<file path="config.mk">
export PLATFORM = sky130hd
export DESIGN_NAME = bin_to_bcd_seq
export DESIGN_NICKNAME = d
export VERILOG_FILES = /design/src/rtl/bin_to_bcd_seq.sv
export SDC_FILE = /design/constraint.sdc
export NUM_CORES = 1
export LEC_CHECK = 0
export BUFFER_PORTS_ARGS = -buffer_cell sky130_fd_sc_hd__clkbuf_2
export CAP_MARGIN = 15
export CORE_UTILIZATION = 45
export DETAILED_ROUTE_END_ITERATION = 8
export SLEW_MARGIN = 10
export SYNTH_ARGS = -nofsm -noshare
export SYNTH_HDL_FRONTEND = slang
export SYNTH_SLANG_ARGS = --single-unit
</file>
<file path="constraint.sdc">
create_clock -name clk -period 2.13 [get_ports clk]
set_clock_uncertainty 0.2 [all_clocks]
set_input_delay 0.426 -clock clk [delete_from_list [all_inputs] [get_ports clk]]
set_output_delay 0.426 -clock clk [all_outputs]
set_load 0.02 [all_outputs]
</file>
<file path="src/rtl/bin_to_bcd_seq.sv">
// Sequential binary-to-BCD converter (shift-and-add-3), one bit per clock.
// The result register only updates on completion, so downstream decoders never see scratch values.
module bin_to_bcd_seq #(
  parameter int WIDTH = 8,
  parameter int NDIG  = 3
) (
  input  logic                clk,
  input  logic                reset_n,
  input  logic                start,
  input  logic [WIDTH-1:0]    bin,
  output logic                busy,
  output logic                done,
  output logic [4*NDIG-1:0]   bcd
);

  localparam int CW = $clog2(WIDTH + 1);
  localparam int SW = 4 * NDIG;
  localparam logic [CW-1:0] LAST_CNT = CW'(WIDTH - 1);

  function automatic logic [63:0] pow10(input int n);
    logic [63:0] p;
    p = 64'd1;
    for (int i = 0; i < n; i++) p = p * 64'd10;
    return p;
  endfunction

  localparam logic [63:0] BIN_MAX = (64'd1 << WIDTH) - 64'd1;

  if (pow10(NDIG) <= BIN_MAX) begin : g_bad_param
    $error("bin_to_bcd_seq: NDIG too small to hold the largest WIDTH-bit value");
  end

  typedef enum logic [0:0] {
    IDLE  = 1'b0,
    SHIFT = 1'b1
  } state_t;

  state_t             state_q;
  logic [WIDTH-1:0]   shift_q;
  logic [SW-1:0]      scratch_q;
  logic [CW-1:0]      cnt_q;
  logic [SW-1:0]      bcd_q;
  logic               done_q;
  logic               busy_q;

  logic [SW-1:0]      scratch_adj_d;
  logic [SW+WIDTH-1:0] shifted_d;

  // Add-3 correction applied to every digit before the shift.
  always_comb begin
    scratch_adj_d = scratch_q;
    for (int d = 0; d < NDIG; d++) begin
      if (scratch_q[4*d +: 4] >= 4'd5)
        scratch_adj_d[4*d +: 4] = scratch_q[4*d +: 4] + 4'd3;
    end
  end

  assign shifted_d = {scratch_adj_d[SW-2:0], shift_q, 1'b0};

  always_ff @(posedge clk or negedge reset_n) begin
    if (!reset_n) begin
      state_q   <= IDLE;
      shift_q   <= '0;
      scratch_q <= '0;
      cnt_q     <= '0;
      bcd_q     <= '0;
      done_q    <= 1'b0;
      busy_q    <= 1'b0;
    end else begin
      done_q <= 1'b0;
      case (state_q)
        IDLE: begin
          if (start) begin
            shift_q   <= bin;
            scratch_q <= '0;
            cnt_q     <= '0;
            busy_q    <= 1'b1;
            state_q   <= SHIFT;
          end
        end
        SHIFT: begin
          {scratch_q, shift_q} <= shifted_d;
          cnt_q <= cnt_q + CW'(1);
          if (cnt_q == LAST_CNT) begin
            bcd_q   <= shifted_d[SW+WIDTH-1:WIDTH];
            done_q  <= 1'b1;
            busy_q  <= 1'b0;
            state_q <= IDLE;
          end
        end
        default: begin
          state_q <= IDLE;
          busy_q  <= 1'b0;
        end
      endcase
    end
  end

  assign busy = busy_q;
  assign done = done_q;
  assign bcd  = bcd_q;

endmodule

</file>
==> impl_metrics.yaml, run 1 <==
worst_setup_path:
  end_kind: "flop"
  path_max_fanout: 5
  rr_worst_depth: 6
  worstSetupPathType: "flop to flop"
  crit_arrival_ps: 1840
  cp-endpoint: "scratch_q[2]"
  rrSetupSlack_ps: 300
  r2r-end: "scratch_q[2]"
  required_ps: 2140
  r2r-start: "scratch_q[0]"
  worstSetupStartpoint: "scratch_q[0]"
  cp-start-kind: "flop"
pwr:
  peakVddDrop_v: 0.000743
  powerDensity_nw_per_um2: 1590
  p_leak_nw: 1.02
yosys:
  synthFlopType: "dfrtp_1"
  synth_simple_gate_area_frac: 0.124
  yosysUniqueCellTypes: 32
  synth-seq-area-share: 0.532
  synth-async-reset-ratio: 1.00
  synthMuxAreaShare: 0.0799
  postSynthAreaPerCell_um2: 10.5
  synth-compound-area-share: 0.143
  synth_edf_count: 0
  postSynthCellCount: 175
  yosysWarnings: 0
  synth_xor_area_frac: 0.0239
  synth_top_family_by_area: "compound AO/OA/AOI/OAI gates"
  synth-seq-cells: 39
  synth_fa_ha_area_frac: 0.0478
  synthesis.nets: 193
  syn_area_um2: 1830
sta:
  final.setup.tns_ps: 0
  timing.hold.ws_ps: 197
  finalSetupViolCount: 0
  worst_slew_pin_slew_ps: 473
  setup_ws_ps: 298
  rsz0062_at_grt: "no"
  finalHoldViolCount: 0
  min_period_ps: 1830
  fmax_mhz: 546
  slew_viol_final: 0
  finalCritPeriodShare: 0.860
  slew_headroom: 0.685
placement:
  dp.cells: 243
  place_area_um2: 2000
  port_buffers: 24
  hpwlAfterDp_mm: 2.35
  dp_slack_ps: 291
  place_congestion: 0.738
grt:
  grt_pass1_vias: 1327
  grt_max_degree: 40
  grt_pass1_wl_mm: 5.93
  grt_usage: 0.185
  antenna_found_initial: 0
  grt_overflow_total: 0
route:
  num_vias: 1304
  viasPerCell: 5.17
  drt_first_pass_iters: 4
  drt_iter0_drc: 62
  antenna_left: 0
  detail_route.wl_per_cell_um: 13.0
  wl_mm: 3.29
  route.detailed.drc: 0
finish:
  final_cell_mix: "dfrtp_1, nand2_1, clkbuf_2"
  fin_nets: 221
  multi_input_area_um2: 768
  layout-drive-gt1-share: 0.235
  seq_area_um2: 976
  fin_area_um2: 2110
  num-fill-cells: 324
  antenna_cells: 0
  stdcell_count: 252
  final_common_cell: "dfrtp_1"
  synthToLayoutAreaGrowth_pct: 15.1
clock_network:
  cts_root_buf: "clkbuf_8"
  cts_buffer_depth: 2
  clk_latency_ps: 290
  post_cts_buffers: 0
  cts_tree: "built"
  cts_buffers: 5
  cts.clk_slew.worst_paths_ps: 80
  cts_sinks: 39
  h-tree-depth: 2
floorplanning:
  die_w_um: 65.8
  core_area_um2: 3770
  die_area_um2: 4330
  die_y_um: 65.8
  initial_core_util: 0.486
  io_pins: 25
  placementRows: 22
flow_run:
  drv_cap: 0
min_path:
  hold_path_class: "input port to flop"
run_status:
  status: "finished clean"
-- cells by family (layout without fill, tap and decap cells) --
group | Yosys count | after routing
mux | 13 | 13
simple gates | 50 | 50
fa+ha+maj | 7 | 7
xor+xnor | 5 | 5
buf+inv | 18 | 47
compound gates | 43 | 43
flops | 39 | 39
-- synthesized netlist by cell type (4+ instances only) --
master / number / area share
o21ai_1: 7 / 0.019
a21oi_1: 6 / 0.016
o22ai_1: 7 / 0.024
xnor2_1: 4 / 0.019
nor2_1: 4 / 0.0082
dfrtp_1: 39 / 0.53
ha_1: 7 / 0.048
nor3b_1: 5 / 0.020
o21ai_0: 14 / 0.038
nand2_1: 31 / 0.063
inv_1: 8 / 0.016
mux2i_1: 9 / 0.049
-- power by group --
group	leakage, nW	internal (mW)	switching [mW]
Clock	0.0505	0.294	0.252
Combinational	0.472	0.670	0.813
Sequential	0.496	1.06	0.253
-- worst min path at each step --
stage	from	endpoint	slack [ps]	cells past startpoint
after floorplan	reset_n	bcd[0]	-70	0
after global placement	bcd[0]	bcd[0]	260	2
after detailed placement	bcd[0]	bcd[0]	270	2
after CTS	bin[0]	shift_q[0]	190	3
after global routing	bin[0]	shift_q[0]	220	3
final	bin[0]	shift_q[0]	200	3
-- per-layer routing --
metal	up-vias	part of all wire	GRT usage
li1	659	-	-
met1	614	0.46	0.211
met2	25	0.48	0.321
met3	6	0.040	0.0534
met4	0	0.016	0.0734
met5	-	0	0
-- final cells by class --
type / count / share of cell area
clock buffers: 7 / 0.0457
inverters: 9 / 0.0160
flip-flops and latches: 39 / 0.463
clock inverters: 1 / 0.00356
repair buffers: 30 / 0.0795
well taps: 48 / 0.0285
multi-input cells: 118 / 0.364
-- repair_timing --
| action | in CTS | in global routing |
|---|---|---|
| endpoints found under the setup margin | 0 | 0 |
| hold endpoints to repair | 22 | 0 |
| gates resized for setup | 0 | 0 |
| hold buffers | 1 | 0 |
-- stage by stage --
step | util | power [mW]
final | 0.559 | 3.35
after global routing | 0.559 | 3.64
after CTS | 0.559 | 3.39
after detailed placement | 0.529 | 2.83
after global placement | 0.529 | 2.75
after floorplan | - | 2.46
-- flip-flops by register name, indices dropped and copies added (netlist names) --
register   count
bcd           12
scratch_q     12
shift_q        8
cnt_q          4
busy           1
done           1
state_q        1
-- critical path, cell delays in order (launching register included) --
cell and delay (ps):
dfrtp_1 410, inv_1 120, ha_1 250, nand2b_1 110, a21oi_2 210, mux2_4 330
o22ai_2 130
Power figures use the tool's default switching activity.
==> run 2: changes to the inputs <==
==> constraint.sdc (replaced) <==
create_clock -name clk -period 2.13 [get_ports clk]
set_clock_uncertainty 0.2 [all_clocks]
set_input_delay 0.1065 -clock clk [delete_from_list [all_inputs] [get_ports clk]]
set_output_delay 0.1065 -clock clk [all_outputs]
set_load 0.02 [all_outputs]
==> run 2 against run 1 <==
  * First-iteration DRC count increased by 11%
  * Sequential power about the same
  * Global-route usage increased by 0.34 points
  * Utilization rose by 1.8 points
  * Clock power is 2% lower
  * Cell count grew 2.8%
  * Flip-flop and latch count stayed put
  * Wire length increased by 3.0%
  * Setup slack got worse by 1.5 ps
  * Hold slack got worse by 110 ps
  * Fmax about the same
  * Critical endpoint unchanged
  * Largest power group unchanged
==> impl_metrics.yaml, run 2 (synthesis results as in run 1) <==
clock_network:
  h-tree-depth: 2
  cts_tree: "built"
  cts.clk_slew.worst_paths_ps: 70
  cts_buffers: 5
  cts_root_buf: "clkbuf_8"
  cts_buffer_depth: 2
  clk_latency_ps: 280
  cts_sinks: 39
  ctsResizeCount: 0
route:
  viasPerCell: 5.22
  antenna_left: 0
  wl_mm: 3.39
  drt_first_pass_iters: 4
  drt_iter0_drc: 69
  detail_route.wl_per_cell_um: 13.1
  route.detailed.drc: 0
  num_vias: 1352
sta:
  slew_headroom: 0.591
  rsz0062_at_grt: "no"
  fmax_mhz: 545
  min_period_ps: 1830
  finalCritPeriodShare: 0.861
  setup_ws_ps: 296
  timing.hold.ws_ps: 83.3
  finalHoldViolCount: 0
  slew_viol_final: 0
  worst_slew_pin_slew_ps: 614
  finalSetupViolCount: 0
  final.setup.tns_ps: 0
finish:
  stdcell_count: 259
  synthToLayoutAreaGrowth_pct: 18.8
  fin_nets: 228
  final_common_cell: "dfrtp_1"
  final_cell_mix: "dfrtp_1, nand2_1, clkbuf_2"
  layout-drive-gt1-share: 0.218
  fin_area_um2: 2180
  final_core_util: 0.578
  antenna_cells: 0
  num-fill-cells: 324
pwr:
  power_switching_share: 0.392
  p_clk_frac: 0.160
  seq_power_share: 0.393
  peakVddDrop_v: 0.000758
  p_sw_mw: 1.31
  p_total_mw: 3.35
  powerDensity_nw_per_um2: 1540
  internal_power_mw: 2.04
  combPwrFrac: 0.447
  p_leak_nw: 1.05
floorplanning:
  die_w_um: 65.8
  placementRows: 22
  io_pins: 25
  core_area_um2: 3770
  initial_core_util: 0.486
  die_area_um2: 4330
  die_y_um: 65.8
placement:
  hpwlAfterDp_mm: 2.31
  place_congestion: 0.811
  place_area_um2: 1990
  port_buffers: 24
  dp.cells: 242
  dp_slack_ps: 303
worst_setup_path:
  required_ps: 2120
  cp-endpoint: "scratch_q[2]"
  rr_worst_depth: 6
  worstSetupPathType: "flop to flop"
  rrSetupSlack_ps: 300
  end_kind: "flop"
  worstSetupStartpoint: "scratch_q[0]"
  path_max_fanout: 5
  cp-start-kind: "flop"
  r2r-end: "scratch_q[2]"
  crit_arrival_ps: 1830
  r2r-start: "scratch_q[0]"
grt:
  grt_pass1_wl_mm: 6.08
  antenna_found_initial: 0
  grt_overflow_total: 0
  grt_max_degree: 24
  grt_usage: 0.188
  grt_pass1_vias: 1384
flow_run:
  drv_cap: 0
min_path:
  hold_path_class: "input port to async pin"
run_status:
  status: "finished clean"
run 2: layout make-up:
cell class | count | area [µm²] | share of cell area
sequential | 39 | 976 | 0.448
multi-input combinational | 118 | 768 | 0.353
timing repair buffer | 37 | 240 | 0.110
clock buffer | 8 | 100 | 0.0460
tap | 48 | 60.1 | 0.0276
inverter | 9 | 33.8 | 0.0155
run 2: worst max-delay path, cell delays in order (launching register included):
cell and delay [ps]:
dfrtp_1 400, inv_1 120, ha_1 250, nand2b_1 110
a21oi_2 200, mux2_4 330, o22ai_2 130
run 2: worst min-delay path by stage:
stage	from	endpoint	slack, ps	depth (start not counted)
global route	reset_n	scratch_q[11]	100	2
global placement	reset_n	scratch_q[2]	-150	1
floorplan	reset_n	bcd[0]	-390	0
detailed placement	reset_n	bcd[2]	-140	1
finish	reset_n	scratch_q[2]	80	2
CTS	reset_n	scratch_q[6]	90	2
run 2: metal layers:
| layer | track usage | wire, µm |
|---|---|---|
| met3 | 0.0534 | 106 |
| met2 | 0.309 | 1700 |
| met5 | 0 | 0 |
| met4 | 0.0761 | 35 |
| met1 | 0.231 | 1540 |
run 2: timing repair:
action | in CTS | in global routing
hold buffers | 9 | 0
endpoints found under the hold margin | 44 | 0
setup buffers | 0 | 0
run 2: power by group through the flow:
stage	registers [mW]	logic, mW	clock network [mW]
finish	1.32	1.50	0.538
global route	1.37	1.69	0.592
CTS	1.32	1.52	0.560
detailed placement	1.33	1.50	0
global placement	1.31	1.44	0
floorplan	1.39	1.07	0
==> run 3: changes to the inputs <==
Settings changed: CORE_ASPECT_RATIO set to 1.1.
==> run 3 against run 2 <==
  * Clock power shrank 13%
  * Hold slack gained 120 ps
  * Utilization shrank 0.41 points
  * Sequential power is essentially flat
  * Die area is essentially flat
  * Fmax grew 0.42%
  * Critical path type unchanged
  * Highest routed layer unchanged
==> impl_metrics.yaml, run 3 (synthesis results as in run 1) <==
finish:
  fin_nets: 228
  synthToLayoutAreaGrowth_pct: 18.0
  final_cell_mix: "dfrtp_1, nand2_1, clkbuf_2"
  fin_area_um2: 2160
  layout-drive-gt1-share: 0.213
  final_common_cell: "dfrtp_1"
  antenna_cells: 0
floorplanning:
  placementRows: 23
  core_area_um2: 3770
  io_pins: 25
  die_area_um2: 4330
  initial_core_util: 0.486
  die_w_um: 62.9
  die_y_um: 68.9
sta:
  slew_viol_final: 0
  rsz0062_at_grt: "no"
  fmax_mhz: 548
  finalCritPeriodShare: 0.857
  slew_headroom: 0.596
  final.setup.tns_ps: 0
  setup_ws_ps: 304
  finalSetupViolCount: 0
  finalHoldViolCount: 0
  worst_slew_pin_slew_ps: 606
  min_period_ps: 1830
grt:
  grt_max_degree: 40
  grt_pass1_vias: 1362
  antenna_found_initial: 0
  grt_pass1_wl_mm: 5.88
  grt_usage: 0.180
  grt_overflow_total: 0
min_path:
  hold_path_class: "input port to async pin"
worst_setup_path:
  r2r-end: "scratch_q[2]"
  worstSetupPathType: "flop to flop"
  path_max_fanout: 5
  required_ps: 2130
  rrSetupSlack_ps: 300
  crit_arrival_ps: 1820
  rr_worst_depth: 6
  r2r-start: "scratch_q[0]"
  end_kind: "flop"
  cp-start-kind: "flop"
route:
  route.detailed.drc: 0
  wl_mm: 3.35
  antenna_left: 0
  viasPerCell: 5.20
  drt_first_pass_iters: 4
  detail_route.wl_per_cell_um: 12.8
  num_vias: 1358
  drt_iter0_drc: 74
clock_network:
  ctsResizeCount: 0
  cts_sinks: 39
  cts_tree: "built"
  cts_buffers: 5
  cts_root_buf: "clkbuf_8"
  clk_latency_ps: 290
  cts.clk_slew.worst_paths_ps: 70
  h-tree-depth: 2
  cts_buffer_depth: 2
placement:
  place_area_um2: 1990
  dp_slack_ps: 310
  hpwlAfterDp_mm: 2.24
  place_congestion: 0.742
  port_buffers: 24
pwr:
  peakVddDrop_v: 0.000559
  p_leak_nw: 1.04
  powerDensity_nw_per_um2: 1520
flow_run:
  drv_cap: 0
run_status:
  status: "finished clean"
-- run 3: changes by cell type in the layout (fill, tap and decap cells not counted) --
cell,change
clkbuf_1,+1
clkinv_2,+1
clkbuf_8,-2
-- run 3: what timing repair did --
| action | in CTS | in global routing |
|---|---|---|
| hold endpoints to repair | 47 | 0 |
| hold buffers | 9 | 0 |
| endpoints found under the setup margin | 0 | 0 |
| buffers inserted | 0 | 0 |
-- run 3: area by class of cell --
cell class              instances  area [µm²]
clock buffers                   7        76.3
clock inverters                 1        5.00
fillers                       347        1610
inverters                       9        33.8
multi-input cells             118         768
flip-flops and latches         39         976
well taps                      50        62.6
repair buffers                 37         240
-- run 3: worst max-delay path by stage --
stage / end / startpoint / slack (ps)
finish: scratch_q[2] / scratch_q[0] / 300
CTS: scratch_q[2] / scratch_q[0] / 310
global placement: scratch_q[2] / scratch_q[0] / 410
global route: scratch_q[2] / scratch_q[0] / 230
floorplan: scratch_q[2] / scratch_q[0] / 450
detailed placement: scratch_q[2] / scratch_q[0] / 310
-- run 3: per-stage QoR --
step                      std cells   util  hold WS (ps)  total power, mW
after floorplan                 175      -          -389             2.46
after global placement          244  0.528         -10.9             2.75
after detailed placement        244  0.528         -1.59             2.83
after CTS                       261  0.574           195             3.32
after global routing            261  0.574           232             3.56
final                           261  0.574           207             3.28
-- run 3: report_power, final --
part	total (mW)	internal [mW]	switching [mW]
Sequential	1.29	1.06	0.229
Combinational	1.52	0.680	0.844
Clock	0.466	0.230	0.237
Total	3.28	1.97	1.31
-- run 3: critical path, stage by stage (launching register included) --
cell and delay, ps:
dfrtp_1 400, inv_1 130, ha_1 250, nand2b_1 110, a21oi_2 200, mux2_4 330, o22ai_2 130
-- run 3: routing by layer --
layer / up-vias / routed length [µm] / track usage
li1: 668 / - / -
met3: 5 / 103 / 0.0493
met5: - / 0 / 0
met2: 26 / 1710 / 0.332
met4: 0 / 55 / 0.0785
met1: 659 / 1480 / 0.199
